===== src/rtl/lane_timer_bank.sv =====
// lane_timer_bank: a bank of independent timer channels driven by one shared
// prescaler. Each channel counts prescaled ticks up to its own limit and then
// either reloads (periodic) or latches a done flag (one-shot).

module lane_timer_bank #(
  parameter int NUM_CH   = 7,
  parameter int CNT_W    = 16,
  parameter int PRESCALE = 1
) (
  input  logic                    clk_b,
  input  logic                    rst,
  input  logic [NUM_CH-1:0]       ch_en,
  input  logic [NUM_CH-1:0]       ch_restart,
  input  logic [NUM_CH-1:0]       ch_periodic,
  input  logic [NUM_CH*CNT_W-1:0] ch_limit,
  output logic [NUM_CH-1:0]       ch_done,
  output logic [NUM_CH-1:0]       ch_pulse,
  output logic [NUM_CH*CNT_W-1:0] ch_count
);

  // A one-bit prescaler is kept even when PRESCALE is 1 so the width is never
  // zero; it then simply sits at 0 and the tick is asserted every cycle.
  localparam int PS_W = (PRESCALE > 1) ? $clog2(PRESCALE) : 1;
  localparam logic [PS_W-1:0] PS_LAST = PS_W'(PRESCALE - 1);

  typedef enum logic [1:0] {
    IDLE = 2'd0,
    RUN  = 2'd1,
    DONE = 2'd2
  } state_t;

  logic [PS_W-1:0] prescaler;
  logic            tick;

  // Free-running prescaler shared by every channel, wrapping at PRESCALE-1.
  always_ff @(posedge clk_b) begin
    if (rst) begin
      prescaler <= '0;
    end else if (prescaler == PS_LAST) begin
      prescaler <= '0;
    end else begin
      prescaler <= prescaler + PS_W'(1);
    end
  end

  assign tick = (prescaler == PS_LAST);

  for (genvar i = 0; i < NUM_CH; i++) begin : g_ch
    state_t           state;
    logic [CNT_W-1:0] count;
    logic [CNT_W-1:0] limit;
    logic [CNT_W:0]   count_inc;
    logic             done;
    logic             pulse;

    // The increment carries an extra bit so the expiry compare cannot be
    // fooled by wrap-around, even if the limit was lowered below the count.
    assign limit     = ch_limit[i*CNT_W +: CNT_W];
    assign count_inc = {1'b0, count} + {{CNT_W{1'b0}}, 1'b1};

    // Per-channel state machine: reset, disable and restart take priority
    // over tick processing; a limit of zero freezes the channel where it is.
    always_ff @(posedge clk_b) begin
      if (rst) begin
        state <= IDLE;
        count <= '0;
        done  <= 1'b0;
        pulse <= 1'b0;
      end else if (!ch_en[i]) begin
        state <= IDLE;
        count <= '0;
        done  <= 1'b0;
        pulse <= 1'b0;
      end else if (ch_restart[i]) begin
        state <= RUN;
        count <= '0;
        done  <= 1'b0;
        pulse <= 1'b0;
      end else begin
        pulse <= 1'b0;
        case (state)
          IDLE: begin
            state <= RUN;
            count <= '0;
            done  <= 1'b0;
          end
          RUN: begin
            if (tick && (limit != '0)) begin
              if (count_inc >= {1'b0, limit}) begin
                pulse <= 1'b1;
                if (ch_periodic[i]) begin
                  count <= '0;
                end else begin
                  count <= limit;
                  done  <= 1'b1;
                  state <= DONE;
                end
              end else begin
                count <= count_inc[CNT_W-1:0];
              end
            end
          end
          DONE: begin
            state <= DONE;
          end
          default: begin
            state <= IDLE;
            count <= '0;
            done  <= 1'b0;
          end
        endcase
      end
    end

    assign ch_count[i*CNT_W +: CNT_W] = count;
    assign ch_done[i]                 = done;
    assign ch_pulse[i]                = pulse;
  end

endmodule

===== config.mk =====
export PLATFORM = sky130hd
export DESIGN_NAME = lane_timer_bank
export DESIGN_NICKNAME = d
export VERILOG_FILES = /design/src/rtl/lane_timer_bank.sv
export SDC_FILE = /design/constraint.sdc
export NUM_CORES = 1
export LEC_CHECK = 0
export CAP_MARGIN = 15
export CELL_PAD_IN_SITES_DETAIL_PLACEMENT = 0
export CELL_PAD_IN_SITES_GLOBAL_PLACEMENT = 1
export CORE_MARGIN = 2
export CORE_UTILIZATION = 38
export CTS_BUF_LIST = sky130_fd_sc_hd__clkbuf_4 sky130_fd_sc_hd__clkbuf_8 sky130_fd_sc_hd__clkbuf_16
export DETAILED_ROUTE_END_ITERATION = 8
export MAX_ROUTING_LAYER = met4
export PLACE_DENSITY = 0.88
export REMOVE_ABC_BUFFERS = 1
export SLEW_MARGIN = 30
export SYNTH_ARGS = -nofsm -noshare
export SYNTH_HDL_FRONTEND = slang
export SYNTH_SLANG_ARGS = --single-unit
export TNS_END_PERCENT = 30

===== constraint.sdc =====
create_clock -name clk_b -period 4.9 [get_ports clk_b]
set_clock_uncertainty 0.15 [all_clocks]
set_input_delay 0.49 -clock clk_b [delete_from_list [all_inputs] [get_ports clk_b]]
set_output_delay 0.49 -clock clk_b [all_outputs]
set_load 0.02 [all_outputs]

# After elaboration in Yosys (flattened, before gate mapping)
# Cells that the tools add are included.
classes:
  add_sub_neg: 8
  order_cmp: 7
  n_eq_ne: 56
  muxes: 98
  n_bitwise: 29
  reduce_logical: 71
ops:
  columns: ["operator", "n"]
  rows:
  - ["2-to-1 mux 16 bit", 21]
  - ["one-hot mux 16 bit (2 select lines)", 7]
  - ["adder 16 x 1 -> 17 bit (second input constant)", 7]
  - [">= comparator 17 x 16 -> 1 bit", 7]
  - ["nonzero test 16 bit", 7]
  - ["!= test 3 bit (second input constant)", 21]
  - ["2-to-1 mux 2 bit", 21]
  - ["!= test 2 bit (second input constant)", 21]
  - ["one-hot mux 2 bit (3 select lines)", 7]
  - ["AND reduction 3 bit", 14]
  - ["2-to-1 mux 1 bit", 35]
  - ["OR reduction 5 bit", 7]
  - ["NOT 1 bit", 29]
  - ["AND reduction 4 bit", 7]
  - ["OR reduction 3 bit", 7]
  - ["OR reduction 2 bit", 8]
  - ["== test 2 x 1 -> 1 bit (second input constant)", 7]
  - ["== test 2 bit (second input constant)", 7]
  - ["zero test 2 bit", 7]
  - ["one-hot mux 1 bit (2 select lines)", 7]
  - ["AND reduction 2 bit", 7]
  - ["logical AND 1 bit", 7]
  - ["adder 1 bit (second input constant)", 1]
word_totals:
  register_bits: 141
  output_inout_bits: 126
  wordCells: 305

# Depth between registers and ports, before layout
# Gate-level depths: netlist (run 1).
logic_depth:
  ltp_word: 6
  depth_mapped: 15
  mapped_depth_nobuf: 14

# Worst setup path after synthesis (run 1)
# No wires, ideal clock.
synth_path:
  kind: "register to register"
  from: "register g_ch[2].count[0]"
  to: "register g_ch[2].count[10]"
  arrival_time_ps: 3319
  required_ps: 4633
  path_slack_ps: 1314
  stages_incl_launch_ff: 16
  synth_period_minus_slack_ps: 3586
  path_cell_list: "dfxtp_1 ha_1 and3_4 nand3_1 nor2_1 nand3_1 xnor2_1 ha_1 a21oi_1 nor2b_1 a311oi_4 nand4_4 nand2_4 buf_6 mux2_1 a22o_1"
synth_between:
  elab_chain_cells: 5
synth_lines:
  columns: ["element", "line_no", "source"]
  rows:
  - ["from (decl)", "50", "logic [CNT_W-1:0] count;"]
  - ["from (signal assigned)", "94", "count <= limit;"]
  - ["from (signal assigned)", "99", "count <= count_inc[CNT_W-1:0];"]
  - ["adder 16 x 1 -> 17 bit *", "59", "assign count_inc = {1'b0, count} + {{CNT_W{1'b0}}, 1'b1};"]
  - [">= comparator 17 x 16 -> 1 bit", "89", "if (count_inc >= {1'b0, limit}) begin"]
  - ["2-to-1 mux 16 bit *", "89", null]
  - ["2-to-1 mux 16 bit *", "88", "if (tick && (limit != '0)) begin"]
  - ["one-hot mux 16 bit (2 select lines) *", "81", "case (state)"]
# Mark *: on every way between the ends. The rest lies on a longest branch, timed or not. The select of a mux whose other input is x is not followed.
# A chain may end at the register's enable or synchronous reset.

# Worst setup path in the final report (run 1)
layout_path:
  from: "register g_ch[2].count[0]"
  to: "register g_ch[2].count[15]"
# The elaborated chain is that of the path after synthesis.

==> flow_summary.json, run 1 <==
{
  "syn2layout_area_growth_pct": 29.8,
  "p_per_area_nw_per_um2": 192,
  "status": "complete, no violations",
  "setup_violations": 0,
  "end_kind": "flop",
  "gp_congestion": 0.910,
  "hold_viol_final": 0,
  "synthesis.area_sq_um": 11900,
  "track_usage": 0.226,
  "clk_latency_ns": 0.43,
  "final_area_sq_um": 15400,
  "antenna_found_initial": 3,
  "rrSetupSlack_ns": 0.86,
  "maxSlewHeadroom": 0.369,
  "pre_cts_slack_ns": 0.880,
  "dr.pass1.iters": 5,
  "die_h_microns": 181,
  "async_flop_share": 0,
  "root_buffer": "clkbuf_16",
  "h-tree-depth": 4,
  "wl_per_cell_microns": 16.7,
  "drt_iter0_markers": 662,
  "cts_buffers": 17,
  "critPathMaxFanout": 15,
  "arrival_ns": 4.21,
  "clk_pin_slew_ns": 0.07,
  "final.setup.tns_ns": 0,
  "cpPeakStageDelay_ns": 0.45,
  "drive_gt1_frac": 0.0506,
  "wl_mm": 36.3,
  "peakVddDrop_mv": 0.215,
  "drc": 0,
  "portBuffers": 260,
  "setup_ws_ns": 0.855,
  "fill_cells": 2972,
  "p_leak_nw": 6.38,
  "cts_tree": "yes",
  "maxSlewViolCount": 0,
  "ys_types": 87,
  "grt_pass1_vias": 11800,
  "synth.top_cell.area_share": 0.238,
  "ys_ff_latch": 141,
  "critPathKind": "flop to flop",
  "placed_area_sq_um": 14700,
  "grt_pass1_wl_mm": 59.4,
  "cp.buffers_inverters": 0,
  "pin_count": 261,
  "layout.nets": 2041,
  "layout_common_cells": "clkdlybuf4s50_1, inv_1, nand2_1",
  "cp_top_family": "simple AND/OR/NAND/NOR gates",
  "yosys_most_used_dff": "dfxtp_1",
  "fp-row-count": 64,
  "dieWidth_microns": 181,
  "gr-total-overflow": 0,
  "cts_hold_buf": 0,
  "cts.sinks": 141,
  "synth_area_per_cell_sq_um": 7.73,
  "placeableCoreArea_sq_um": 30700,
  "syn_inst": 1536,
  "mostFrequentLayoutCell": "clkdlybuf4s50_1",
  "start_util": 0.387,
  "start_kind": "flop",
  "yosys-top-cells-area": "dfxtp_1, ha_1, inv_1, mux2i_1, nand3_1",
  "avgViaCountPerCell": 5.48,
  "fmax_mhz": 247,
  "maxCapViolations": 0,
  "dieArea_sq_um": 32700,
  "worstPathRequired_ns": 5.07,
  "yosysWarnings": 0,
  "post_cts_buffers": 0,
  "rsz0062_at_grt": "no",
  "finalCritPeriodShare": 0.825,
  "clock_path_buffers": 2,
  "dr_total_vias": 11900,
  "detail-route-antenna-nets": 0,
  "crit_chain": "ha_1 -> and3_4 -> nand3_1 -> nor2_1 -> nand3_1 -> xnor2_1 -> ha_1 -> a21oi_1 -> nor2b_1 -> a311oi_4 -> nand4_4 -> nand2_4 -> mux2_2 -> a22o_1",
  "seq_area_frac_synth": 0.238,
  "grt_max_degree": 20,
  "period_needed_ns": 4.04,
  "cts_resized": 0,
  "hold_class": "flop to flop",
  "post-dp-hpwl_mm": 28.0,
  "yosysTopAreaCell": "dfxtp_1",
  "synth_edf_count": 0,
  "tightest_slew_ns": 0.944,
  "critPathSlowestCell": "dfxtp_1"
}
[power breakdown]
group          switching (mW)  total (mW)  internal [mW]
Combinational           0.165       0.326          0.161
Clock                   0.560        1.48          0.920
Sequential            0.00804        1.16           1.15
Total                   0.733        2.97           2.23
[per-stage QoR]
stage                util  hold slack, ns  cells  total power, mW
floorplan               -           0.305   1473             1.32
global placement    0.480           0.317   2142             1.50
detailed placement  0.480           0.314   2142             1.51
CTS                 0.502           0.348   2174             3.00
global route        0.502           0.379   2178             3.07
finish              0.502           0.342   2178             2.97
[sequential cells by signal, summed over array words and instances (netlist names)]
signal,count
g_ch.count,112
g_ch.done,7
g_ch.pulse,7
g_ch.state,14
prescaler,1
[tightest hold or removal path: stages (launching register included)]
cell and delay [ns]:
dfxtp_1 0.34, a21oi_1 0.05, nor2_1 0.07
[metal layers]
layer	vias up	GRT usage	part of all wire
met3	67	0.0466	0.059
met5	-	-	0
li1	5910	-	-
met4	0	0.0858	0.032
met2	359	0.362	0.46
met1	5594	0.279	0.45
[Yosys cell counts, types with 37 or more instances]
| library cell | n |
|---|---|
| a21oi_1 | 63 |
| dfxtp_1 | 141 |
| ha_1 | 140 |
| inv_1 | 158 |
| mux2i_1 | 55 |
| nand2_1 | 145 |
| nand3_1 | 110 |
| nor2_1 | 125 |
| nor3_1 | 37 |
| o21ai_0 | 87 |
| xnor2_1 | 58 |
| xor2_1 | 37 |
[kinds of logic (layout without fill, tap and decap cells)]
logic type / count (synthesis) / in the layout / share of synthesized area
other: 1 / 4 / 0.000316
AOI/OAI and AO/OA: 298 / 298 / 0.169
muxes: 63 / 63 / 0.0540
and+or+nand+nor: 577 / 577 / 0.242
buffers and inverters: 221 / 464 / 0.0794
xor gates and xnor gates: 95 / 95 / 0.0701
DFF: 141 / 141 / 0.238
adders and majority gates: 140 / 140 / 0.148
[final cells by class]
class	instances	area [sq um]	area share
clock inverters	14	215	0.0140
well taps	396	495	0.0322
diodes	3	7.51	0.000487
inverters	158	593	0.0385
clock buffers	18	439	0.0285
repair buffers	274	2710	0.176
flip-flops and latches	141	2820	0.183
multi-input cells	1174	8120	0.527
[path summary, 6_finish.rpt]
path                    startpoint                 to  depth (start not counted)
setup / recovery  g_ch[2].count[0]  g_ch[2].count[15]                         14
hold / removal        g_ch[1].done       g_ch[1].done                          2
setup reg to reg  g_ch[2].count[0]  g_ch[2].count[15]                         14
hold reg to reg       g_ch[1].done       g_ch[1].done                          2
(Power assumes the default switching activity.)
==> inputs of run 2 (changes only) <==
CORE_UTILIZATION = 34   (was 38)
PLACE_DENSITY = 0.84   (was 0.88)
clock period = 3.7 ns   (was 4.9 ns; I/O delays follow)
==> flow_summary.json, run 2 (same netlist as run 1, synthesis figures left out) <==
{
  "die_h_microns": 191,
  "dr.pass1.iters": 7,
  "layout.nets": 2096,
  "post-dp-hpwl_mm": 29.4,
  "r2r_end": "g_ch[4].count[10]",
  "post-route-util": 0.464,
  "reg2reg_from": "g_ch[4].count[1]",
  "cts_buffers": 17,
  "peakVddDrop_mv": 0.308,
  "cp_top_family": "simple AND/OR/NAND/NOR gates",
  "largestRegisters": "g_ch.count (112), g_ch.state (14)",
  "critPathMaxFanout": 6,
  "cpPeakStageDelay_ns": 0.43,
  "wl_mm": 37.7,
  "worstHoldEndpoint": "g_ch[1].count[11]",
  "pin_count": 261,
  "fp-row-count": 68,
  "layout_common_cells": "clkdlybuf4s50_1, inv_1, nand2_1",
  "h-tree-depth": 4,
  "largest_reg_flops": 112,
  "start_util": 0.345,
  "cp.buffers_inverters": 1,
  "dieWidth_microns": 191,
  "avgViaCountPerCell": 5.27,
  "status": "complete, no violations",
  "wl_per_cell_microns": 16.4,
  "period_needed_ns": 3.47,
  "grt_max_degree": 24,
  "track_usage": 0.212,
  "antenna_found_initial": 3,
  "regMostFlops": "g_ch.count",
  "drt_iter0_markers": 608,
  "finalCritPeriodShare": 0.939,
  "fmax_mhz": 288,
  "p_per_area_nw_per_um2": 239,
  "cts_hold_buf": 0,
  "maxCapViolations": 0,
  "setup_violations": 0,
  "mostFrequentLayoutCell": "clkdlybuf4s50_1",
  "grt_pass1_vias": 11900,
  "syn2layout_area_growth_pct": 34.8,
  "maxSlewViolCount": 0,
  "worstHoldStart": "g_ch[1].count[11]",
  "detail-route-antenna-nets": 0,
  "reg2regPathDepth": 13,
  "p_leak_nw": 6.65,
  "gp_congestion": 0.942,
  "root_buffer": "clkbuf_16",
  "whs_ns": 0.340,
  "maxSlewHeadroom": 0.376,
  "cts_tree": "yes",
  "arrival_ns": 3.69,
  "rrSetupSlack_ns": 0.23,
  "grt_pass1_wl_mm": 60.6,
  "clk_pin_slew_ns": 0.06,
  "dieArea_sq_um": 36400,
  "hold_viol_final": 0,
  "portBuffers": 260,
  "clock_path_buffers": 2,
  "worstPathRequired_ns": 3.92,
  "cts.sinks": 141,
  "critPathSlowestCell": "dfxtp_1",
  "tightest_slew_ns": 0.935,
  "min_path_cells": 2,
  "drc": 0,
  "end_kind": "flop",
  "placeableCoreArea_sq_um": 34500,
  "drive_gt1_frac": 0.0906,
  "dr_total_vias": 12100,
  "start_kind": "flop",
  "hold_class": "flop to flop",
  "gr-total-overflow": 0,
  "crit_chain": "ha_2 -> nand4_2 -> nor3_4 -> nand3_1 -> xnor2_1 -> ha_1 -> nand4_1 -> nor4_1 -> o31a_1 -> buf_4 -> o21ai_0 -> o22a_1 -> o2bb2ai_1",
  "critPathKind": "flop to flop",
  "clk_latency_ns": 0.44
}
[run 2: changes by cell type in the layout (fill, tap and decap cells not counted), moves of 3 or more]
cell	before	now
buf_4	13	64
dfxtp_1	141	135
dfxtp_2	0	6
buf_12	0	4
clkinv_2	3	0
clkinvlp_4	2	5
[run 2: worst max path at each step]
stage | startpoint | to | slack [ns] | cells after the start
2_1_floorplan | g_ch[6].count[0] | g_ch[6].done | -0.57 | 13
4_1_cts | g_ch[5].count[1] | g_ch[5].state[1] | 0.07 | 15
3_3_place_gp | g_ch[5].count[1] | g_ch[5].state[1] | 0.12 | 15
3_5_place_dp | g_ch[5].count[1] | g_ch[5].state[1] | 0.09 | 15
6_report | g_ch[4].count[1] | g_ch[4].count[10] | 0.23 | 13
5_1_grt | g_ch[1].count[1] | g_ch[1].state[0] | -0.0003 | 13
[run 2: per-stage QoR]
step / instance area [sq um] / setup TNS [ns] / setup WS [ns] / power [mW] / cells
after floorplan: 11500 / -14.24 / -0.569 / 1.74 / 1473
after global placement: 15200 / 0 / 0.124 / 2.00 / 2252
after detailed placement: 15200 / 0 / 0.0904 / 2.00 / 2252
after CTS: 15800 / 0 / 0.0734 / 3.87 / 2283
after global routing: 16000 / -0.000257 / -0.000257 / 3.98 / 2291
final: 16000 / 0 / 0.227 / 3.82 / 2291
[run 2: final cells by class]
class                   count  area [sq um]
diodes                      3          7.51
clock buffers              22           482
clock inverters             9           136
fillers                  3408         18500
inverters                 158           593
multi-input cells        1174          8210
flip-flops and latches    141          2830
well taps                 455           569
repair buffers            329          3170
[run 2: timing repair]
action | 4_1_cts | 5_1_grt
hold endpoints to repair | 0 | 0
resized for setup | 0 | 27
buffers inserted | 0 | 5
setup endpoints to repair | 0 | 77
[run 2: worst min-delay path, cell delays in order (launching register included)]
cell	delay, ns
dfxtp_1	0.33
nand2_1	0.06
o21ai_1	0.05
[run 2: layer usage]
metal	global-route usage	part of all wire	vias up
li1	-	-	6032
met4	0.0784	0.027	0
met5	-	0	-
met3	0.0407	0.058	57
met2	0.338	0.46	329
met1	0.265	0.45	5653
[run 2: power breakdown]
part	switching, mW	internal, mW	leakage [nW]	total, mW
Sequential	0.0100	1.53	1.14	1.54
Combinational	0.223	0.216	5.23	0.439
Clock	0.718	1.13	0.288	1.84
Total	0.951	2.87	6.65	3.82
==> inputs of run 3 (changes only) <==
SKIP_CTS_REPAIR_TIMING = 1   (was default)
TNS_END_PERCENT = 5   (was 30)
==> results of run 3 <==
Final layout, timing and power as in run 2 (identical DEF).
